`src/rtl/serial_add_sub.sv`:
```
// Bit-serial unsigned adder/subtractor: one result bit per clock, LSB first, with a done pulse.
// Optional SERIAL_ADD_SUB_ABORT_EN adds an abort input that cancels an operation during SHIFT.
//
// state | meaning
// IDLE  | waiting for start; operands are captured on start
// SHIFT | one bit processed per cycle, WIDTH cycles in total
// DONE  | result registers valid, done pulses for one cycle
module serial_add_sub #(
    parameter int WIDTH = 8
) (
    input  logic             clk,
    input  logic             rst_n,
    input  logic             start,
    input  logic [WIDTH-1:0] a,
    input  logic [WIDTH-1:0] b,
    input  logic             addSub,
`ifdef SERIAL_ADD_SUB_ABORT_EN
    input  logic             abort,
`endif
    output logic             busy,
    output logic             done,
    output logic [WIDTH-1:0] sum,
    output logic             Co,
    output logic             addSubOut
);

    localparam int CW = $clog2(WIDTH);

    typedef enum logic [1:0] {IDLE, SHIFT, DONE} state_t;

    state_t           state, state_nxt;
    logic [WIDTH-1:0] a_sh, b_sh, s_sh;
    logic             carry;
    logic             op_q;
    logic [CW-1:0]    cnt;
    logic             abort_req;
    logic             s_bit;
    logic             c_nxt;
    logic             last;

`ifdef SERIAL_ADD_SUB_ABORT_EN
    assign abort_req = abort;
`else
    assign abort_req = 1'b0;
`endif

    assign s_bit = a_sh[0] ^ b_sh[0] ^ carry;
    assign c_nxt = (a_sh[0] & b_sh[0]) | (a_sh[0] & carry) | (b_sh[0] & carry);
    assign last  = (cnt == CW'(WIDTH - 1));

    always_ff @(posedge clk or negedge rst_n) begin
        if (!rst_n) state <= IDLE;
        else        state <= state_nxt;
    end

    always_comb begin
        state_nxt = state;
        busy      = 1'b0;
        done      = 1'b0;
        case (state)
            IDLE: begin
                if (start) state_nxt = SHIFT;
            end
            SHIFT: begin
                busy = 1'b1;
                if (abort_req)  state_nxt = IDLE;
                else if (last)  state_nxt = DONE;
            end
            DONE: begin
                busy      = 1'b1;
                done      = 1'b1;
                state_nxt = IDLE;
            end
            default: state_nxt = IDLE;
        endcase
    end

    // Result registers only load on the final SHIFT bit, so they hold through later operations.
    always_ff @(posedge clk or negedge rst_n) begin
        if (!rst_n) begin
            a_sh      <= '0;
            b_sh      <= '0;
            s_sh      <= '0;
            carry     <= 1'b0;
            op_q      <= 1'b0;
            cnt       <= '0;
            sum       <= '0;
            Co        <= 1'b0;
            addSubOut <= 1'b0;
        end else begin
            case (state)
                IDLE: begin
                    if (start) begin
                        a_sh  <= a;
                        b_sh  <= b ^ {WIDTH{addSub}};
                        op_q  <= addSub;
                        carry <= addSub;
                        cnt   <= '0;
                    end
                end
                SHIFT: begin
                    if (!abort_req) begin
                        a_sh  <= a_sh >> 1;
                        b_sh  <= b_sh >> 1;
                        s_sh  <= {s_bit, s_sh[WIDTH-1:1]};
                        carry <= c_nxt;
                        if (last) begin
                            sum       <= {s_bit, s_sh[WIDTH-1:1]};
                            Co        <= c_nxt;
                            addSubOut <= op_q;
                        end else begin
                            cnt <= cnt + 1'b1;
                        end
                    end
                end
                default: ;
            endcase
        end
    end

endmodule
```
`config.mk`:
```
export PLATFORM = sky130hd
export DESIGN_NAME = serial_add_sub
export DESIGN_NICKNAME = d
export VERILOG_FILES = /design/src/rtl/serial_add_sub.sv
export SDC_FILE = /design/constraint.sdc
export NUM_CORES = 1
export LEC_CHECK = 0
export ABC_AREA = 0
export CAP_MARGIN = 20
export CORE_UTILIZATION = 47
export DETAILED_ROUTE_END_ITERATION = 10
export PLACE_DENSITY_LB_ADDON = 0.1
export SLEW_MARGIN = 5
export SYNTH_ARGS = -nofsm -noshare
export SYNTH_HDL_FRONTEND = slang
export SYNTH_SLANG_ARGS = --single-unit
```
`constraint.sdc`:
```
create_clock -name clk -period 1.7 [get_ports clk]
set_input_delay 0.255 -clock clk [delete_from_list [all_inputs] [get_ports clk]]
set_output_delay 0.255 -clock clk [all_outputs]
set_load 0.05 [all_outputs]
```
==> results of run 1 <==
==> power groups by stage <==
stage	Combinational (uW)	Sequential [uW]	Clock [uW]
floorplan	1240	1870	0
detailed placement	2120	1640	0
global placement	2060	1610	0
finish	2150	1610	791
CTS	2130	1620	812
global route	2360	1670	846
==> timing repair <==
item,in CTS,in global routing
buffers inserted,0,2
resized for setup,0,4
setup endpoints to repair,0,9
hold buffers,1,0
hold endpoints to repair,26,0
==> kinds of logic after synthesis <==
group	after synthesis	synth area share (%)
DFF	40	52.88
muxes	38	21.81
and+or+nand+nor	25	6.015
AOI/OAI and AO/OA	22	6.940
buffers and inverters	12	2.974
xor gates and xnor gates	8	3.701
adders and majority gates	8	5.684
==> worst max-delay path by stage <==
| stage | cells after the start | from | to | slack (ns) |
|---|---|---|---|---|
| 4_1_cts | 5 | state[0]$_DFFE_PN0P_ | cnt[0]$_DFFE_PN0P_ | 0.07 |
| 5_1_grt | 6 | state[1]$_DFFE_PN0P_ | cnt[2]$_DFFE_PN0P_ | 0.02 |
| 6_report | 3 | state[1]$_DFFE_PN0P_ | busy | 0.15 |
| 2_1_floorplan | 5 | state[0]$_DFFE_PN0P_ | cnt[0]$_DFFE_PN0P_ | 0.13 |
| 3_3_place_gp | 4 | start | cnt[0]$_DFFE_PN0P_ | 0.12 |
| 3_5_place_dp | 4 | start | cnt[0]$_DFFE_PN0P_ | 0.08 |
==> per-stage QoR <==
stage               worst slack [ns]  instance area, um^2  utilization [%]  power [uW]
floorplan                     0.1254                 1893                -        3113
global placement              0.1216                 2293            60.82        3670
detailed placement           0.07993                 2293            60.82        3754
CTS                          0.07145                 2419            64.13        4557
global route                 0.02403                 2444            64.80        4875
finish                        0.1453                 2444            64.80        4552
==> routing by layer <==
| layer | up-vias | wire [um] | part of all wire (%) | global-route usage, % |
|---|---|---|---|---|
| met5 | - | 0 | 0 | 0 |
| met3 | 4 | 122 | 3.9 | 4.688 |
| li1 | 597 | - | - | - |
| met1 | 585 | 1443 | 47 | 20.98 |
| met4 | 0 | 32 | 1.0 | 4.891 |
| met2 | 25 | 1499 | 48 | 29.51 |
==> registers in the layout (all words and copies together), names as in the netlist <==
name       count
a_sh           8
b_sh           8
sum            8
s_sh           7
cnt            3
state          2
Co             1
addSubOut      1
carry          1
op_q           1
==> cell usage in the layout, fill, tap and decap left out, types with 2 or more instances in the layout <==
cell             instances
ha_1                     3
clkbuf_8                 5
buf_4                   17
mux2_2                  19
clkdlybuf4s50_1         18
dfrtp_1                 40
buf_12                   4
mux2i_1                 17
o21ai_0                 15
o21ai_1                  2
ha_2                     4
nand2_1                 20
xor2_1                   7
inv_1                    5
==> worst min-delay path: cells and delay by family, from the launching register on <==
family | cells | cell delay, ns
simple gates | 1 | 0.05
flops | 1 | 0.34
compound gates | 1 | 0.06
==> area by class of cell <==
type,count,area (um^2),area share [%]
Tap cell,48,60.06,2.458
Multi-Input combinational cell,101,845.8,34.61
Inverter,5,18.77,0.7681
Sequential cell,40,1001,40.96
Clock inverter,3,46.29,1.895
Timing Repair Buffer,41,402.9,16.49
Clock buffer,5,68.82,2.816
==> impl_metrics.py, run 1 <==
metrics = {
    "place": {
        "place_inst": 232,
        "hpwl_um": 2212,
        "io_buffers": 31,
        "place_congestion": 0.7659,
    },
    "routing": {
        "postRouteAntennaNets": 0,
        "avgViaCountPerCell": 4.984,
        "vias": 1211,
        "drt_wl_total_um": 3098,
        "routedWlPerCell_um": 12.75,
        "drt_iter0_drc": 52,
        "drc": 0,
        "drtPass1Iterations": 3,
    },
    "setup_path": {
        "rr_worst_depth": 5,
        "cp_slowest_cell": "dfrtp_1",
        "max_stage_delay_ns": 0.39,
        "critPathTopFamily": "flip-flops",
        "r2r_start": "state[1]$_DFFE_PN0P_",
        "worstSetupPathType": "flop to output pin",
        "cp-end-kind": "output pin",
        "rrSetupSlack_ns": 0.15,
        "cp_cell_sequence": "inv_1 -> ha_2 -> buf_12",
        "cp.required_ns": 1.44,
        "rr_endpoint": "b_sh[2]$_DFFE_PN0P_",
        "critPathLaunchType": "flop",
        "critPathArrivalTime_ns": 1.30,
        "worstPathMaxFanout": 5,
        "worst-path-buf-inv": 2,
    },
    "power_and_ir_drop": {
        "power_frac_clock_pct": 17.4,
        "power.density_mw_per_mm2": 1863,
        "p_leak_uw": 0.001161,
        "peakVddDrop_mv": 1.422,
        "p_int_uw": 2854,
        "p_switching_uw": 1698,
        "pwr-share-comb_pct": 47.3,
        "switching_share_pct": 37.31,
        "seqPwrFrac_pct": 35.4,
    },
    "hold_path": {
        "min_from": "a_sh[2]$_DFFE_PN0P_",
        "hold-path-endpoint": "a_sh[2]$_DFFE_PN0P_",
        "holdPathStages": 2,
        "hp-class": "flop to flop",
    },
    "cts": {
        "numClockSinks": 40,
        "cts_root_buf": "clkbuf_8",
        "numCtsBuffers": 5,
        "htreeDepth": 2,
        "cts.reportedPaths.clkPinSlew_ns": 0.08,
        "cts_tree": "yes",
        "clock_latency_ns": 0.29,
        "clk_path_buf_depth": 2,
    },
    "logic_synthesis": {
        "ys_seq_elements": 40,
        "syn_inst": 153,
        "yosys_warnings": 0,
        "synth_most_common_cell": "dfrtp_1",
        "synthArstFlopShare_pct": 100.0,
        "synth_commonest_cells": "dfrtp_1 (40), nand2_1 (20), mux2_2 (19)",
        "synth_area_mm2": 0.001893,
        "synth_edf_count": 0,
        "yosysUniqueCellTypes": 26,
        "seq_area_frac_synth_pct": 52.88,
        "synth_ff_type": "dfrtp_1",
        "ys_top_cells_by_area": "dfrtp_1 (53%), mux2_2 (11%), mux2i_1 (9.0%), ha_1 (4.6%), nand2_1 (4.0%)",
        "avgSynthCellArea_um2": 12.37,
        "synth_top_area_cell": "dfrtp_1",
        "syn_nets": 181,
        "netlist.area_leader.share_pct": 52.88,
    },
    "timing": {
        "relSlewSlack_pct": 57.93,
        "hold_viol": 0,
        "holdWs_ns": 0.4868,
        "max_freq_mhz": 643.2,
        "maxSlewViolCount": 0,
        "setup_viol": 0,
        "finalSetupTns_ns": 0,
        "grt_setup_unrepaired": "false",
        "fin_skew_ns": 0.006854,
        "finalCriticalPeriod_ns": 1.555,
        "fin_crit_sh_pct": 91.45,
        "worstMarginPinSlew_ns": 0.6311,
    },
    "cells_and_area": {
        "stdcell_count": 243,
        "drive_gt1_share_pct": 30.26,
        "area_delta_synth_final_pct": 29.08,
        "antenna_cells": 0,
        "fillCellCount": 296,
        "nNetsFinal": 222,
    },
    "global_routing": {
        "antenna_found_initial": 0,
        "grt_max_degree": 33,
        "grt_usage_pct": 17.16,
        "overflow": 0,
        "grt_pass1_vias": 1258,
        "grt_first_pass_wirelength_um": 5547,
    },
    "floorplan": {
        "die_x_um": 65.47,
        "core_area_mm2": 0.003771,
        "die_h_um": 65.47,
        "io_pins": 32,
        "die_area_mm2": 0.004286,
        "initial_core_util_pct": 50.20,
        "rows": 22,
    },
    "flow_run": {
        "maxCapViolCount": 0,
    },
    "run_status": {
        "status": "complete, no violations",
    },
}
No activity file was read; power rests on OpenSTA's default activity.
==> run 2: changes to the inputs <==
- CORE_MARGIN: unset -> 4
==> impl_metrics.py, run 2 (synthesis gave the netlist of run 1 again) <==
metrics = {
    "run_status": {
        "status": "complete, no violations",
    },
    "cells_and_area": {
        "stdcell_count": 239,
        "fin_util_pct": 63.70,
        "drive_gt1_share_pct": 28.27,
        "stdcell_area_mm2": 0.002402,
        "mostFrequentLayoutCells": "dfrtp_1 (40), nand2_1 (20), mux2_2 (19)",
        "mostFrequentLayoutCell": "dfrtp_1",
        "fillCellCount": 303,
        "antenna_cells": 0,
        "nNetsFinal": 218,
        "reg_top3": "a_sh: 8 flops, b_sh: 8 flops, sum: 8 flops",
        "area_delta_synth_final_pct": 26.90,
    },
    "global_routing": {
        "grt_usage_pct": 13.95,
        "antenna_found_initial": 0,
        "grt_first_pass_wirelength_um": 5644,
        "grt_max_degree": 41,
        "grt_pass1_vias": 1306,
        "overflow": 0,
    },
    "floorplan": {
        "io_pins": 32,
        "core_area_mm2": 0.003771,
        "die_x_um": 71.47,
        "initial_core_util_pct": 50.20,
        "die_area_mm2": 0.005107,
        "rows": 22,
        "die_h_um": 71.47,
    },
    "timing": {
        "finalSetupTns_ns": 0,
        "finalCriticalPeriod_ns": 1.584,
        "grt_setup_unrepaired": "false",
        "relSlewSlack_pct": 66.62,
        "max_freq_mhz": 631.5,
        "worstMarginPinSlew_ns": 0.5006,
        "fin_crit_sh_pct": 93.15,
        "fin_skew_ns": 0.005378,
        "hold_viol": 0,
        "maxSlewViolCount": 0,
        "setup_viol": 0,
    },
    "setup_path": {
        "critPathArrivalTime_ns": 1.76,
        "worstPathMaxFanout": 10,
        "r2r_start": "cnt[0]$_DFFE_PN0P_",
        "cp-end-kind": "flop",
        "cp.required_ns": 1.88,
        "rr_worst_depth": 4,
        "worstSetupPathType": "flop to flop",
        "rrSetupSlack_ns": 0.12,
        "rr_endpoint": "sum[0]$_DFFE_PN0P_",
        "critPathLaunchType": "flop",
    },
    "cts": {
        "cts_root_buf": "clkbuf_8",
        "numClockSinks": 40,
        "clock_latency_ns": 0.29,
        "cts.reportedPaths.clkPinSlew_ns": 0.07,
        "clk_path_buf_depth": 2,
        "cts_tree": "yes",
        "htreeDepth": 2,
        "hold_buffers": 0,
        "numCtsBuffers": 5,
    },
    "routing": {
        "drc": 0,
        "drt_iter0_drc": 33,
        "avgViaCountPerCell": 4.992,
        "routedWlPerCell_um": 13.26,
        "vias": 1193,
        "drtPass1Iterations": 4,
        "drt_wl_total_um": 3168,
        "postRouteAntennaNets": 0,
    },
    "power_and_ir_drop": {
        "power.density_mw_per_mm2": 1864,
        "peakVddDrop_mv": 1.001,
        "p_leak_uw": 0.001146,
    },
    "place": {
        "io_buffers": 31,
        "place_inst": 231,
        "place_congestion": 0.7578,
        "place_area_mm2": 0.002286,
        "hpwl_um": 2311,
    },
    "hold_path": {
        "hp-class": "input pin to async pin",
    },
    "flow_run": {
        "maxCapViolCount": 0,
    },
}
[run 2: cell types whose count changed in the layout (fill, tap and decap cells not counted)]
cell,change
buf_4,-3
ha_2,-2
dlygate4sd3_1,-1
inv_6,-1
ha_1,+2
clkinv_2,+1
[run 2: routing by layer]
metal / track usage [%] / share of wire [%] / up-vias
li1: - / - / 589
met1: 15.84 / 42 / 573
met2: 23.78 / 51 / 24
met3: 5.330 / 5.9 / 7
met4: 5.219 / 1.5 / 0
met5: 0 / 0 / -
[run 2: final cells by class]
cell class              count  area [um^2]  share of cell area, %
clock buffers               5        68.82                  2.865
clock inverters             3        42.54                  1.771
inverters                   5        18.77                 0.7813
multi-input cells         101        840.8                  35.00
flip-flops and latches     40         1001                  41.67
well taps                  48        60.06                  2.500
repair buffers             37        370.4                  15.42
[run 2: power breakdown]
part | leakage, uW | switching [uW] | internal (uW)
clock | 0.0000541 | 321 | 434
combinational | 0.000580 | 1100 | 1000
sequential | 0.000512 | 246 | 1380
total | 0.00115 | 1660 | 2810
[run 2: per-stage QoR]
| stage | worst slack (ns) | hold WS (ns) | power [uW] |
|---|---|---|---|
| after detailed placement | 0.05474 | 0.3447 | 3773 |
| after CTS | 0.05307 | 0.03251 | 4549 |
| final | 0.1165 | 0.01874 | 4477 |
| after global routing | 0.03897 | 0.06945 | 4804 |
| after global placement | 0.1212 | 0.3355 | 3669 |
| after floorplan | 0.1254 | -0.04059 | 3113 |
[run 2: critical path: stages (launching register included)]
cell	delay, ns
dfrtp_1	0.40
ha_1	0.21
ha_1	0.25
nand2_2	0.24
mux2_2	0.37
[run 2: timing repair]
item	CTS	global route
setup buffers	0	0
gates resized for setup	0	2
endpoints found under the setup margin	0	8
[run 2: worst max path at each step]
| stage | to | from | slack, ns |
|---|---|---|---|
| global placement | cnt[0]$_DFFE_PN0P_ | start | 0.12 |
| CTS | cnt[0]$_DFFE_PN0P_ | state[0]$_DFFE_PN0P_ | 0.05 |
| floorplan | cnt[0]$_DFFE_PN0P_ | state[0]$_DFFE_PN0P_ | 0.13 |
| detailed placement | cnt[0]$_DFFE_PN0P_ | start | 0.05 |
| finish | sum[0]$_DFFE_PN0P_ | cnt[0]$_DFFE_PN0P_ | 0.12 |
| global route | b_sh[3]$_DFFE_PN0P_ | state[1]$_DFFE_PN0P_ | 0.04 |
==> run 3: changes to the inputs <==
- ABC_AREA: 0 -> 1
- CORE_ASPECT_RATIO: unset -> 0.9
- CORE_UTILIZATION: 47 -> 48
==> impl_metrics.py, run 3 <==
metrics = {
    "cts": {
        "cts_tree": "yes",
        "numCtsBuffers": 5,
        "htreeDepth": 2,
        "cts_resized": 0,
        "cts_root_buf": "clkbuf_8",
        "clk_path_buf_depth": 2,
        "hold_buffers": 1,
        "numClockSinks": 40,
        "cts_setup_buffers": 0,
        "clock_latency_ns": 0.30,
        "cts.reportedPaths.clkPinSlew_ns": 0.08,
    },
    "logic_synthesis": {
        "synth_edf_count": 0,
        "syn_nets": 285,
        "synth_compound_area_share_pct": 5.967,
        "yosys.area_share.simple_pct": 30.59,
        "ys_top_cells_by_area": "dfrtp_1 (50%), nand2_1 (22%), o21ai_0 (5.3%), ha_1 (4.4%), inv_1 (4.1%)",
        "synth-xor-area-share_pct": 0,
        "yosys.area_share.adder_pct": 5.402,
        "avgSynthCellArea_um2": 7.751,
        "seq_area_frac_synth_pct": 50.25,
        "synth_commonest_cells": "nand2_1 (116), dfrtp_1 (40), inv_1 (22)",
        "synth.area.mux_share_pct": 0,
        "ys_seq_elements": 40,
        "synth_top_family_by_area": "simple AND/OR/NAND/NOR gates",
        "synth_area_mm2": 0.001992,
        "yosysUniqueCellTypes": 18,
        "synth_ff_type": "dfrtp_1",
        "yosys_warnings": 0,
        "syn_inst": 257,
        "synth_top_area_cell": "dfrtp_1",
        "synthArstFlopShare_pct": 100.0,
        "synth_most_common_cell": "nand2_1",
        "netlist.area_leader.share_pct": 50.25,
    },
    "power_and_ir_drop": {
        "pwr-share-comb_pct": 42.8,
        "p_switching_uw": 1618,
        "p_leak_uw": 0.001350,
        "peakVddDrop_mv": 1.287,
        "power_frac_clock_pct": 22.2,
        "switching_share_pct": 39.38,
        "seqPwrFrac_pct": 35.1,
        "p_int_uw": 2491,
        "power.density_mw_per_mm2": 1653,
    },
    "floorplan": {
        "core_area_mm2": 0.003862,
        "die_h_um": 69.12,
        "rows": 21,
        "io_pins": 32,
        "die_area_mm2": 0.005246,
        "initial_core_util_pct": 51.57,
        "die_x_um": 75.91,
    },
    "setup_path": {
        "cp_cell_sequence": "inv_1 -> ha_1 -> buf_12",
        "r2r_start": "cnt[0]$_DFFE_PN0P_",
        "cp.required_ns": 1.44,
        "worstSetupPathType": "flop to output pin",
        "rr_endpoint": "state[1]$_DFFE_PN0P_",
        "critPathArrivalTime_ns": 1.28,
        "critPathLaunchType": "flop",
        "rrSetupSlack_ns": 0.16,
        "cp-end-kind": "output pin",
        "cp_slowest_cell": "dfrtp_1",
        "worstPathMaxFanout": 4,
        "rr_worst_depth": 4,
        "max_stage_delay_ns": 0.40,
    },
    "timing": {
        "grt_setup_unrepaired": "false",
        "finalSetupTns_ns": 0,
        "finalCriticalPeriod_ns": 1.539,
        "max_freq_mhz": 649.7,
        "setup_viol": 0,
        "relSlewSlack_pct": 69.63,
        "fin_crit_sh_pct": 90.53,
        "fin_skew_ns": 0.009789,
        "hold_viol": 0,
        "maxSlewViolCount": 0,
        "holdWs_ns": 0.4283,
        "worstMarginPinSlew_ns": 0.4556,
    },
    "routing": {
        "drt_wl_total_um": 3944,
        "avgViaCountPerCell": 4.822,
        "postRouteAntennaNets": 0,
        "vias": 1630,
        "routedWlPerCell_um": 11.67,
        "drtPass1Iterations": 4,
        "drc": 0,
        "drt_iter0_drc": 79,
    },
    "global_routing": {
        "overflow": 0,
        "grt_max_degree": 25,
        "antenna_found_initial": 0,
        "grt_first_pass_wirelength_um": 7300,
        "grt_usage_pct": 16.63,
        "grt_pass1_vias": 1598,
    },
    "cells_and_area": {
        "mostFrequentLayoutCells": "nand2_1 (116), dfrtp_1 (40), inv_1 (22)",
        "reg_top3": "a_sh: 8 flops, b_sh: 8 flops, sum: 8 flops",
        "antenna_cells": 0,
        "area_delta_synth_final_pct": 24.75,
        "drive_gt1_share_pct": 12.33,
        "stdcell_area_mm2": 0.002485,
        "mostFrequentLayoutCell": "nand2_1",
        "nNetsFinal": 320,
    },
    "place": {
        "io_buffers": 31,
        "place_congestion": 0.7577,
        "place_area_mm2": 0.002346,
        "hpwl_um": 2682,
    },
    "flow_run": {
        "maxCapViolCount": 0,
    },
    "run_status": {
        "status": "complete, no violations",
    },
    "hold_path": {
        "hp-class": "input pin to async pin",
    },
}
## run 3: cell count changes after synthesis, moves of 6 or more
cell     delta
inv_1      +17
o21ai_0     +6
nor2_1     +13
mux2i_1    -17
mux2_2     -19
xor2_1      -7
nand2_1    +96
nand3_1    +12
## run 3: cell families after synthesis
family                   count (synthesis)
flip-flops                              40
AND/OR/NAND/NOR                        151
adder cells (fa/ha/maj)                  8
buffers and inverters                   35
AO/OA/AOI/OAI                           23
## run 3: worst max path at each step
stage                                     from                    to  slack (ns)  depth (start not counted)
final                     state[0]$_DFFE_PN0P_                  busy        0.16                          3
after global routing        cnt[0]$_DFFE_PN0P_  state[1]$_DFFE_PN0P_        0.02                          5
after CTS                   cnt[0]$_DFFE_PN0P_  state[1]$_DFFE_PN0P_        0.15                          4
after detailed placement                addSub   b_sh[6]$_DFFE_PN0P_        0.16                          6
after global placement                  addSub   b_sh[4]$_DFFE_PN0P_        0.17                          6
after floorplan             cnt[0]$_DFFE_PN0P_    sum[0]$_DFFE_PN0P_        0.37                          5
## run 3: stage by stage
stage / instances / setup slack (ns) / total power [uW] / utilization [%]
2_1_floorplan: 257 / 0.3725 / 2779 / -
3_3_place_gp: 330 / 0.1734 / 3182 / 60.74
3_5_place_dp: 330 / 0.1583 / 3217 / 60.74
4_1_cts: 338 / 0.1497 / 4139 / 64.33
5_1_grt: 338 / 0.01513 / 4503 / 64.33
6_report: 338 / 0.1609 / 4109 / 64.33
## run 3: area by class of cell
type	count	area (um^2)
Clock inverter	2	60.06
Tap cell	46	57.56
Clock buffer	5	68.82
Sequential cell	40	1001
Fill cell	336	1378
Inverter	25	93.84
Timing Repair Buffer	38	367.9
Multi-Input combinational cell	182	835.8
## run 3: power groups by stage
stage | clock network [uW] | logic (uW) | registers [uW]
after CTS | 924 | 1780 | 1440
after floorplan | 0 | 1360 | 1420
final | 912 | 1760 | 1440
after global routing | 970 | 2050 | 1480
after detailed placement | 0 | 1760 | 1450
after global placement | 0 | 1740 | 1450
## run 3: critical path, delay by kind of cell, from the launching register on
kind                     cells  cell delay [ns]
flip-flops                   1             0.40
adder cells (fa/ha/maj)      1             0.34
buffers and inverters        2             0.25
## run 3: metal layers
metal  wire length (um)  GRT usage, %  vias up
met3                177         6.250        8
met1               1984         23.01      740
met2               1711         24.52       23
li1                   -             -      859
met4                 71         4.150        0
met5                  0             0        -
